===== config.mk =====
export PLATFORM = sky130hd
export DESIGN_NAME = moore_seq_detector_n
export DESIGN_NICKNAME = d
export VERILOG_FILES = /design/src/rtl/moore_det_pkg.sv /design/src/rtl/moore_det_chan.sv /design/src/rtl/moore_seq_detector_n.sv
export SDC_FILE = /design/constraint.sdc
export NUM_CORES = 1
export LEC_CHECK = 0
export ABC_AREA = 0
export CAP_MARGIN = 15
export CORE_MARGIN = 10
export CORE_UTILIZATION = 30
export CTS_CLUSTER_SIZE = 20
export DETAILED_ROUTE_END_ITERATION = 16
export HOLD_SLACK_MARGIN = 0.05
export PLACE_DENSITY = 0.44
export SLEW_MARGIN = 20
export SYNTH_ARGS = -nofsm -noshare
export SYNTH_HDL_FRONTEND = slang
export SYNTH_SLANG_ARGS = --single-unit

===== constraint.sdc =====
create_clock -name clk -period 4.4 [get_ports clk]
set_clock_uncertainty 0.1 [all_clocks]
set_input_delay 0.88 -clock clk [delete_from_list [all_inputs] [get_ports clk]]
set_output_delay 0.88 -clock clk [all_outputs]
set_load 0.01 [all_outputs]

===== src/rtl/moore_det_pkg.sv =====
// Shared types and helpers for the multi-channel Moore sequence detector.
package moore_det_pkg;

  typedef enum logic {
    MODE_NONOVL = 1'b0,
    MODE_OVL    = 1'b1
  } det_mode_e;

  // Stored pattern length is always at least one bit and never longer than the history.
  function automatic int clamp_len(input int raw_len, input int max_len);
    if (raw_len < 1) return 1;
    if (raw_len > max_len) return max_len;
    return raw_len;
  endfunction

  function automatic int cnt_sat(input int width);
    return (1 << width) - 1;
  endfunction

endpackage


===== src/rtl/moore_det_chan.sv =====
// One detector channel: bit history, fill level, registered match and saturating hit counter.
module moore_det_chan
  import moore_det_pkg::*;
#(
  parameter int PAT_W = 8,
  parameter int CNT_W = 8,
  parameter int LEN_W = $clog2(PAT_W + 1)
) (
  input  logic             clk,
  input  logic             rst_n,
  input  logic             ena,
  input  logic             cfg_we,
  input  logic             clr_cnt,
  input  logic             x,
  input  logic [PAT_W-1:0] pat,
  input  logic [LEN_W-1:0] len,
  input  det_mode_e        mode,
  output logic             match,
  output logic [CNT_W-1:0] cnt
);

  localparam logic [CNT_W-1:0] CNT_MAX  = CNT_W'(cnt_sat(CNT_W));
  localparam logic [LEN_W-1:0] FILL_MAX = LEN_W'(PAT_W);

  logic [PAT_W-1:0] hist;
  logic [PAT_W-1:0] hist_n;
  logic [PAT_W-1:0] len_mask;
  logic [LEN_W-1:0] fill;
  logic [LEN_W-1:0] fill_n;
  logic [CNT_W-1:0] cnt_base;
  logic             hit;

  // fill counts bits collected since the last clear, so a hit can never use stale history
  always_comb begin
    hist_n   = {hist[PAT_W-2:0], x};
    fill_n   = (fill == FILL_MAX) ? fill : fill + 1'b1;
    len_mask = ~({PAT_W{1'b1}} << len);
    hit      = (fill_n >= len) && (((hist_n ^ pat) & len_mask) == '0);
    cnt_base = clr_cnt ? '0 : cnt;
  end

  always_ff @(posedge clk) begin
    if (!rst_n) begin
      hist  <= '0;
      fill  <= '0;
      match <= 1'b0;
      cnt   <= '0;
    end else begin
      cnt <= cnt_base;
      if (cfg_we) begin
        hist  <= '0;
        fill  <= '0;
        match <= 1'b0;
      end else if (ena) begin
        hist  <= hist_n;
        match <= hit;
        fill  <= (hit && (mode == MODE_NONOVL)) ? '0 : fill_n;
        if (hit && (cnt_base != CNT_MAX)) begin
          cnt <= cnt_base + 1'b1;
        end
      end
    end
  end

endmodule


===== src/rtl/moore_seq_detector_n.sv =====
// Multi-channel Moore sequence detector: shared runtime pattern config, per-channel detectors, counter readout mux.
module moore_seq_detector_n
  import moore_det_pkg::*;
#(
  parameter  int N_CH  = 2,
  parameter  int PAT_W = 8,
  parameter  int CNT_W = 8,
  parameter  int LEN_W = $clog2(PAT_W + 1),
  localparam int SEL_W = (N_CH > 1) ? $clog2(N_CH) : 1
) (
  input  logic             clk,
  input  logic             rst_n,
  input  logic             ena,
  input  logic [N_CH-1:0]  x,
  input  logic             cfg_we,
  input  logic [PAT_W-1:0] cfg_pat,
  input  logic [LEN_W-1:0] cfg_len,
  input  logic             cfg_overlap,
  input  logic             clr_cnt,
  input  logic [SEL_W-1:0] cnt_sel,
  output logic [N_CH-1:0]  match,
  output logic [CNT_W-1:0] cnt_out
);

  logic [PAT_W-1:0] pat_q;
  logic [LEN_W-1:0] len_q;
  det_mode_e        mode_q;
  logic [CNT_W-1:0] cnt_arr [N_CH];

  always_ff @(posedge clk) begin
    if (!rst_n) begin
      pat_q  <= '0;
      len_q  <= LEN_W'(1);
      mode_q <= MODE_OVL;
    end else if (cfg_we) begin
      pat_q  <= cfg_pat;
      len_q  <= LEN_W'(clamp_len(int'(cfg_len), PAT_W));
      mode_q <= det_mode_e'(cfg_overlap);
    end
  end

  for (genvar i = 0; i < N_CH; i++) begin : g_chan
    moore_det_chan #(
      .PAT_W(PAT_W),
      .CNT_W(CNT_W),
      .LEN_W(LEN_W)
    ) u_chan (
      .clk    (clk),
      .rst_n  (rst_n),
      .ena    (ena),
      .cfg_we (cfg_we),
      .clr_cnt(clr_cnt),
      .x      (x[i]),
      .pat    (pat_q),
      .len    (len_q),
      .mode   (mode_q),
      .match  (match[i]),
      .cnt    (cnt_arr[i])
    );
  end

  // Selecting a channel that does not exist reads back zero
  always_comb begin
    cnt_out = '0;
    for (int i = 0; i < N_CH; i++) begin
      if (int'(cnt_sel) == i) cnt_out = cnt_arr[i];
    end
  end

endmodule


==> run_results.csv <==
group,metric,value,unit
routing,firstDrtPassIters,4,
die,start_util,30.59,%
clock_network,cts_setup_buffers,0,
sta,max_freq,283.8,MHz
global_route,grt_max_degree,28,
critical_path,r2r-start,"g_chan[0].u_chan.fill[0]$_SDFFE_PP0P_",
power_and_ir_drop,swShare,25.79,%
clock_network,cts_tree,"yes",
power_and_ir_drop,p_clk_share,35.7,%
die,die_height,119.4,um
die,ios,31,
logic_synthesis,synth_cell_types,46,
place,numPortBuffers,30,
worst_hold_path,min_from,"g_chan[1].u_chan.match$_SDFFE_PP0P_",
power_and_ir_drop,p_int,739.8,uW
sta,relSlewSlack,40.91,%
sta,fin_setup_tns,0,ns
clock_network,postCtsHoldBufs,0,
global_route,grt_pass1_wl,12020,um
clock_network,cts_resized,0,
power_and_ir_drop,combPwrFrac,13.7,%
place,dp_slack,0.5626,ns
layout,drive_gt1_share,7.781,%
routing,drt-vias-per-instance,4.735,
die,rows,36,
routing,drtAntennaViolNets,0,
power_and_ir_drop,max-vdd-ir-drop,0.1451,mV
layout,antenna_cells,0,
place,hpwl,5512,um
routing,drt_iter0_drc,94,
sta,tightest_slew,0.8641,ns
worst_hold_path,min_path_cells,2,
worst_hold_path,worstHoldEndpoint,"g_chan[1].u_chan.match$_SDFFE_PP0P_",
power_and_ir_drop,p_leak,0.001279,uW
layout,fillers,1008,
place,gp_congestion,0.7765,
layout,final_area,3516,um^2
clock_network,cts_buffers,5,
sta,period_minus_slack,3.524,ns
clock_network,clock_latency,0.31,ns
sta,fin_ws,0.8764,ns
critical_path,critPathKind,"input pin to register",
run,drv_cap,0,
clock_network,clk_pin_slew,0.09,ns
logic_synthesis,ys_warn_count,0,
global_route,antenna_found_initial,0,
routing,route.final.wire_length,7287,um
layout,area_growth,18.67,%
worst_hold_path,hold_class,"register to register",
die,coreArea,9684,um^2
critical_path,cp.arrival,3.66,ns
routing,via_count,2273,
clock_network,cts-root-buf,"clkbuf_8",
logic_synthesis,synth_seq_cells,53,
die,fp.dieW,119.4,um
critical_path,rrSetupSlack,1.34,ns
critical_path,crit_required,4.54,ns
routing,drc_errors,0,
routing,wl_per_cell,15.18,um
critical_path,crit_fanout,13,
critical_path,r2r_cells,12,
logic_synthesis,syn_avg_cell_area,9.317,um^2
clock_network,clk_path_buf_depth,2,
logic_synthesis,syn_inst,318,
global_route,grt_pass1_vias,2361,
sta,fin_crit_sh,80.08,%
critical_path,r2r_end,"g_chan[0].u_chan.cnt[1]$_SDFF_PN0_",
sta,finalMaxSlewViolations,0,
clock_network,cts_max_level,2,
global_route,grt_overflow,0,
power_and_ir_drop,power_frac_seq,50.6,%
logic_synthesis,synth.net_count,353,
sta,whs,0.3650,ns
die,dieArea,14250,um^2
logic_synthesis,synth_area,2963,um^2
global_route,track_usage,10.30,%
clock_network,clock-sinks,53,
logic_synthesis,synth_edf_count,0,
power_and_ir_drop,power_density,283.6,nW/um^2
layout,fin_util,36.30,%
power_and_ir_drop,p_sw,257.1,uW
critical_path,crit_path_end_kind,"register",
logic_synthesis,ys_seq_area_share,35.81,%
layout,nets,381,
critical_path,setup.worst_path.start_class,"input pin",
sta,setup_viol,0,
sta,grt_setup_unrepaired,"false",
logic_synthesis,synth_flop_cell,"dfxtp_1",
status,outcome,"complete, no violations",
place,place_area,3396,um^2
sta,hold_viol_final,0,
logic_synthesis,synthArstFlopShare,0,%
## area by class of cell
class                      count  area, um^2  share of cell area [%]
inverter                      10       37.54                   1.068
clock inverter                 2       37.54                   1.068
clock buffer                   6       82.58                   2.349
timing repair buffer          34       330.3                   9.395
multi-input combinational    242        1800                   51.21
sequential                    53        1061                   30.18
tap                          133       166.4                   4.733
## critical path: stages
cell and delay, ns:
clkdlybuf4s50_1 0.77, nor2b_1 0.15, ha_1 0.24, and3_1 0.17, a311oi_1 0.56, nand3_4 0.20
or4_1 0.54, a21oi_1 0.15
## cells in the final DEF, fill, tap and decap left out, types with 2 or more instances in the layout
cell	netlist	layout
nand2b_1	5	5
mux2i_1	29	29
a32o_1	4	4
nor2_1	26	26
nand4b_1	2	2
nor2b_1	24	24
o211ai_1	2	2
a21oi_1	7	7
ha_1	14	14
dfxtp_1	53	53
inv_1	10	10
xor2_1	4	4
a2111oi_0	2	2
o21ai_0	8	8
a211oi_1	2	2
nand4_1	7	7
clkbuf_8	0	6
and2_1	8	8
clkdlybuf4s50_1	0	30
and3_1	4	4
nand3_1	8	8
o31ai_1	4	4
a2111oi_4	2	2
mux2_2	7	7
buf_4	2	4
or3_1	2	2
or4_1	4	4
xnor2_1	23	23
o22ai_1	6	6
nand2_1	23	23
## synth_stat cells, types with 2 or more instances
| cell | number | area, um^2 |
|---|---|---|
| o31ai_1 | 4 | 30.03 |
| a211oi_1 | 2 | 15.01 |
| o211ai_1 | 2 | 15.01 |
| nand4_1 | 7 | 43.79 |
| and2_1 | 8 | 50.05 |
| xor2_1 | 4 | 35.03 |
| o22ai_1 | 6 | 37.54 |
| buf_1 | 2 | 7.510 |
| nand4b_1 | 2 | 17.52 |
| dfxtp_1 | 53 | 1061 |
| mux2i_1 | 29 | 290.3 |
| a32o_1 | 4 | 40.04 |
| a2111oi_4 | 2 | 55.05 |
| nand3_1 | 8 | 40.04 |
| and3_1 | 4 | 25.02 |
| nand2_1 | 23 | 86.33 |
| inv_1 | 10 | 37.54 |
| clkbuf_1 | 8 | 30.03 |
| or4_1 | 4 | 30.03 |
| or3_1 | 2 | 12.51 |
| a2111oi_0 | 2 | 17.52 |
| a21oi_1 | 7 | 35.03 |
| nand2b_1 | 5 | 31.28 |
| nor2_1 | 26 | 97.59 |
| mux2_2 | 7 | 78.83 |
| ha_1 | 14 | 175.2 |
| o21ai_0 | 8 | 40.04 |
| buf_4 | 2 | 15.01 |
| xnor2_1 | 23 | 201.4 |
| nor2b_1 | 24 | 150.1 |
## how the worst max path moves through the flow
stage / startpoint / to / slack, ns / depth (start not counted)
6_report: clr_cnt / g_chan[1].u_chan.cnt[7]$_SDFF_PN0_ / 0.88 / 8
5_1_grt: clr_cnt / g_chan[0].u_chan.cnt[6]$_SDFF_PN0_ / 0.65 / 9
4_1_cts: clr_cnt / g_chan[1].u_chan.cnt[7]$_SDFF_PN0_ / 0.87 / 8
3_5_place_dp: clr_cnt / g_chan[1].u_chan.cnt[7]$_SDFF_PN0_ / 0.56 / 8
3_3_place_gp: clr_cnt / g_chan[1].u_chan.cnt[7]$_SDFF_PN0_ / 0.63 / 8
2_1_floorplan: clr_cnt / g_chan[1].u_chan.cnt[7]$_SDFF_PN0_ / 1.30 / 8
## power by group through the flow
stage | clock network (uW) | logic, uW | registers [uW]
detailed placement | 0 | 138 | 516
finish | 356 | 137 | 505
global route | 387 | 151 | 507
global placement | 0 | 138 | 516
CTS | 368 | 138 | 505
floorplan | 0 | 93.5 | 510
## metrics by stage
| stage | power [uW] | cells |
|---|---|---|
| floorplan | 603.8 | 318 |
| finish | 996.9 | 480 |
| detailed placement | 654.3 | 472 |
| CTS | 1012 | 480 |
| global placement | 654.3 | 472 |
| global route | 1045 | 480 |
## registers in the layout (all words and copies together) (netlist names)
| signal | flops |
|---|---|
| g_chan.u_chan.cnt | 16 |
| g_chan.u_chan.fill | 8 |
| g_chan.u_chan.hist | 14 |
| g_chan.u_chan.match | 2 |
| len_q | 4 |
| mode_q | 1 |
| pat_q | 8 |
## layer usage
layer / track usage [%] / vias to the layer above / wire (um)
met4: 3.544 / 0 / 129
li1: - / 1180 / -
met3: 1.889 / 9 / 149
met2: 16.80 / 28 / 3370
met5: 0 / - / 0
met1: 13.34 / 1056 / 3639
## cell families (layout without fill, tap and decap cells)
family          count (synthesis)  in the layout  synth area share (%)
xor+xnor                       27             27                 7.981
simple gates                  119            119                 21.87
buf+inv                        23             52                 3.421
fa+ha+maj                      14             14                 5.912
compound gates                 46             46                 12.54
flops                          53             53                 35.81
mux                            36             36                 12.46
(Power assumes the default switching activity.)
